**src/rtl/pc_seq_unit.sv**
```systemverilog
// Program-counter sequencer for the fetch stage: per-program start addresses,
// absolute/relative branches, call/return through a return-address stack, stall and halt.
module pc_seq_unit #(
  parameter int PC_WIDTH    = 12,
  parameter int OFF_WIDTH   = 8,
  parameter int NUM_PROGS   = 4,
  parameter int PROG_STRIDE = 256,
  parameter int RAS_DEPTH   = 4,
  localparam int PSEL_W     = (NUM_PROGS > 1) ? $clog2(NUM_PROGS) : 1,
  localparam int CNT_W      = $clog2(RAS_DEPTH + 1)
) (
  input  logic                 clk,
  input  logic                 reset,
  input  logic                 start,
  input  logic [PSEL_W-1:0]    prog_sel,
  input  logic                 stall,
  input  logic                 halt_en,
  input  logic                 branch_en,
  input  logic                 call_en,
  input  logic                 ret_en,
  input  logic                 branch_rel,
  input  logic [PC_WIDTH-1:0]  target,
  input  logic [OFF_WIDTH-1:0] offset,
  output logic [PC_WIDTH-1:0]  pc,
  output logic                 running,
  output logic                 done,
  output logic [CNT_W-1:0]     ras_cnt,
  output logic                 ras_err,
  output logic [1:0]           state_dbg
);

  localparam int IDX_W = (RAS_DEPTH > 1) ? $clog2(RAS_DEPTH) : 1;

  typedef enum logic [1:0] {
    S_IDLE = 2'd0,
    S_RUN  = 2'd1,
    S_HALT = 2'd2
  } state_t;

  state_t               state, state_n;
  logic [PC_WIDTH-1:0]  pc_n;
  logic [CNT_W-1:0]     cnt_n;
  logic                 err_n;
  logic                 push;
  logic [PC_WIDTH-1:0]  ras_mem [2**IDX_W];

  logic [PSEL_W-1:0]    sel_eff;
  logic [31:0]          base_full;
  logic [PC_WIDTH-1:0]  base;
  logic [PC_WIDTH-1:0]  off_ext;
  logic [PC_WIDTH-1:0]  dest;
  logic [PC_WIDTH-1:0]  pc_inc;
  logic [CNT_W-1:0]     cnt_m1;
  logic [IDX_W-1:0]     push_idx;
  logic [IDX_W-1:0]     pop_idx;
  logic                 ras_full;

  // Out-of-range program numbers fall back to program 0.
  assign sel_eff   = (32'(prog_sel) < NUM_PROGS) ? prog_sel : '0;
  assign base_full = 32'(sel_eff) * 32'(PROG_STRIDE);
  assign base      = base_full[PC_WIDTH-1:0];

  assign off_ext   = PC_WIDTH'($signed(offset));
  assign pc_inc    = pc + PC_WIDTH'(1);
  assign dest      = branch_rel ? (pc + off_ext) : target;

  assign cnt_m1    = ras_cnt - CNT_W'(1);
  assign push_idx  = ras_cnt[IDX_W-1:0];
  assign pop_idx   = cnt_m1[IDX_W-1:0];
  assign ras_full  = (32'(ras_cnt) >= RAS_DEPTH);

  assign state_dbg = state;

  always_comb begin
    state_n = state;
    pc_n    = pc;
    cnt_n   = ras_cnt;
    err_n   = ras_err;
    push    = 1'b0;
    if (start) begin
      // start wins in every state, even over stall, and empties the stack.
      state_n = S_RUN;
      pc_n    = base;
      cnt_n   = '0;
      err_n   = 1'b0;
    end else if (state == S_RUN && !stall) begin
      if (halt_en) begin
        state_n = S_HALT;
      end else if (ret_en) begin
        // A return on an empty stack falls through to the next instruction.
        if (ras_cnt != '0) begin
          pc_n  = ras_mem[pop_idx];
          cnt_n = cnt_m1;
        end else begin
          pc_n  = pc_inc;
          err_n = 1'b1;
        end
      end else if (call_en) begin
        pc_n = dest;
        if (ras_full) begin
          err_n = 1'b1;
        end else begin
          push  = 1'b1;
          cnt_n = ras_cnt + CNT_W'(1);
        end
      end else if (branch_en) begin
        pc_n = dest;
      end else begin
        pc_n = pc_inc;
      end
    end
  end

  always_ff @(posedge clk or negedge reset) begin
    if (!reset) begin
      state   <= S_IDLE;
      pc      <= '0;
      ras_cnt <= '0;
      ras_err <= 1'b0;
      running <= 1'b0;
      done    <= 1'b0;
    end else begin
      state   <= state_n;
      pc      <= pc_n;
      ras_cnt <= cnt_n;
      ras_err <= err_n;
      running <= (state_n == S_RUN);
      done    <= (state_n == S_HALT);
    end
  end

  // Stack storage needs no reset: ras_cnt alone defines which entries are live.
  always_ff @(posedge clk) begin
    if (reset && push) begin
      ras_mem[push_idx] <= pc_inc;
    end
  end

endmodule

```
**config.mk**
```make
export PLATFORM = sky130hd
export DESIGN_NAME = pc_seq_unit
export DESIGN_NICKNAME = d
export VERILOG_FILES = /design/src/rtl/pc_seq_unit.sv
export SDC_FILE = /design/constraint.sdc
export NUM_CORES = 1
export LEC_CHECK = 0
export CAP_MARGIN = 5
export CELL_PAD_IN_SITES_DETAIL_PLACEMENT = 0
export CELL_PAD_IN_SITES_GLOBAL_PLACEMENT = 2
export CORE_ASPECT_RATIO = 0.75
export CORE_MARGIN = 10
export CORE_UTILIZATION = 37
export CTS_CLUSTER_SIZE = 14
export DETAILED_ROUTE_END_ITERATION = 10
export GPL_TIMING_DRIVEN = 0
export PLACE_DENSITY = 0.79
export SLEW_MARGIN = 20
export SYNTH_ARGS = -nofsm -noshare
export SYNTH_HDL_FRONTEND = slang
export SYNTH_SLANG_ARGS = --single-unit
```
**constraint.sdc**
```tcl
create_clock -name clk -period 3.3 [get_ports clk]
set_input_delay 0.66 -clock clk [delete_from_list [all_inputs] [get_ports clk]]
set_output_delay 0.66 -clock clk [all_outputs]
set_load 0.05 [all_outputs]
```
==> qor.txt <==
Outcome - finished clean
First-pass GRT wire length - 16590 um
CTS tree - done
Antenna violations before repair - 0
Cell variety after synth - 56
Synth Instances - 324
CTS buffer count - 9
Fillers - 904
Worst EP required - 3260 ps
P_leak - 1.718 nW
DRC Markers - 0
Max VDD drop - 0.5636 mV
Htree depth - 3
Crit path kind - input port to flop
CTS Root Cell - clkbuf_16
Gr usage total - 0.1470
Gpl congestion - 0.8495
Post-CTS Setup Bufs - 0
Final Net Count - 433
FMAX - 323.4 MHz
Synth Register Bits - 68
Total clock sinks - 68
Yosys warns - 0
Most common cell in the synthesized netlist - edfxtp_1
Crit path launch type - input port
Final Slew Violations - 0
Max-slew headroom - 0.4589
Clk buf depth - 2
Die Area - 14760 um2
Drt initial violations - 207
Vias - 2903
Tightest Hold Check Type - input port to async pin
Post-synth top area cell - edfxtp_1
Post-Syn Nets - 374
Ports - 51
Vias in the first global route - 2906
Final WL - 10600 um
Final Setup Violations - 0
Layout Utilization - 0.4802
Post-synth top cells - 48 x edfxtp_1, 31 x nor2_1, 23 x nand2_1
Post-synth EDFFs - 48
Clk pin slew, worst setup/hold paths - 60 ps
Initial Utilization - 0.3856
Final Critical Period - 3092 ps
Clk_lat worst skew - 330 ps
Layout cells sized above 1 - 0.1189
TritonRoute pass-1 iters - 6
Proportion of netlist area held by the largest area contributor - 0.3794
CP Max Fanout - 12
Max capacitance violation total - 0
Largest net degree at the start of global routing - 22
Ys flop type - edfxtp_1
Sequential area share after synthesis - 0.5112
Final hold slack - 292.0 ps
# rows - 31
Tot Pwr - 3.494 mW
Post-Syn Area per Cell - 11.72 um2
Per-cell routed wire length - 20.42 um
Arr. time, crit path - 3050 ps
Gr ovfl total - 0
Dpl cell area - 4466 um2
Final HPWL DP - 7966 um
Area contributors post-synth - edfxtp_1 38%, dfrtp_1 13%, mux4_2 7.1%
Worst slew pin tran - 799.1 ps
Final Cell Area - 4731 um2
Async S/R FF share, synth - 0.2941
Clk_skew - 6.810 ps
Final hold vios - 0
TNS Setup - 0 ps
Port bufs - 49
RSZ-0062 raised after global routing - false
Power Dens Cells - 738.5 nW/um2
Layout Area Growth over Synthesis - 24.54%
ANT cells - 0
Drt via density - 5.593
R2r setup slk - 350 ps
Synth Cell Area - 3799 um2
Post-route ant nets - 0
Die width - 137 um
Die Ht - 107.8 um
Crit end category - flop
Period utilization - 0.9371
Core Area - 9852 um2
## cell families (layout without fill, tap and decap cells)
kind of cell             count (synthesis)  after routing  synth area share
multiplexers                            17             17           0.08498
buffers and inverters                   25             88           0.02602
AND/OR/NAND/NOR                         94             94            0.1242
flip-flops                              68             68            0.5112
XOR/XNOR                                17             17           0.03920
adder cells (fa/ha/maj)                 19             19           0.06456
AO/OA/AOI/OAI                           84             84            0.1499
## layout make-up
class	count	area, um2	share of cell area
clock buffers	9	225.2	0.04761
repair buffers	49	485.5	0.1026
clock inverters	6	41.29	0.008728
well taps	132	165.2	0.03491
flip-flops and latches	68	1942	0.4105
inverters	12	45.04	0.009521
multi-input cells	231	1777	0.3756
plain buffers	12	50.05	0.01058
## routing by layer
metal	vias up	part of all wire	GRT usage
met5	-	0	0
met4	0	0.0068	0.03378
met3	11	0.080	0.05084
met2	116	0.44	0.2150
met1	1416	0.48	0.2035
li1	1360	-	-
## critical path: stages
cell and delay [ps]:
clkdlybuf4s50_1 480, buf_1 270, nor2_1 580, nand4_1 370, nor2_2 690
## registers in the layout (all words and copies together) (netlist names)
| signal | flops |
|---|---|
| ras_cnt | 3 |
| running | 1 |
| ras_mem | 48 |
| pc | 12 |
| ras_err | 1 |
| state_dbg | 2 |
| done | 1 |
## stage by stage
stage	cells	worst slack, ps
detailed placement	505	-601.5
floorplan	324	299.9
CTS	519	79.19
finish	519	207.5
global placement	505	-439.8
global route	519	44.42
## final timing paths
check | startpoint | to | depth (start not counted)
min in group clk | ras_err | ras_err | 2
worst min-delay path | reset | pc[0] | 1
worst max register to register | ras_cnt[0] | pc[4] | 8
max in group asynchronous | reset | ras_cnt[0] | 1
worst min register to register | ras_err | ras_err | 2
worst max-delay path | ret_en | ras_mem[1][4] | 5
## what timing repair did
action | 4_1_cts | 5_1_grt
hold buffers | 0 | 0
resized for setup | 2 | 1
pin swaps | 0 | 0
hold endpoints to repair | 0 | 0
setup endpoints to repair | 26 | 3
## cells in the final DEF (no fill, tap or decap), types with 7 or more instances in the layout
master           Yosys  layout
clkdlybuf4s50_1      0      48
edfxtp_1            48      48
nor2_1              31      27
nand2_1             23      23
dfrtp_1             20      20
a21oi_1             19      19
ha_1                18      17
o21ai_0             16      16
inv_1               12      12
mux4_2              12      12
xnor2_1              9       9
clkbuf_16            0       9
xor2_1               8       8
nor3_1               8       8
a221oi_1             8       8
nor2b_1              7       7
## where the power goes
group | switching, mW | internal [mW]
Clock | 0.369 | 0.503
Sequential | 0.119 | 1.04
Combinational | 0.881 | 0.581
Note: power is estimated with default switching activity, not from simulation.
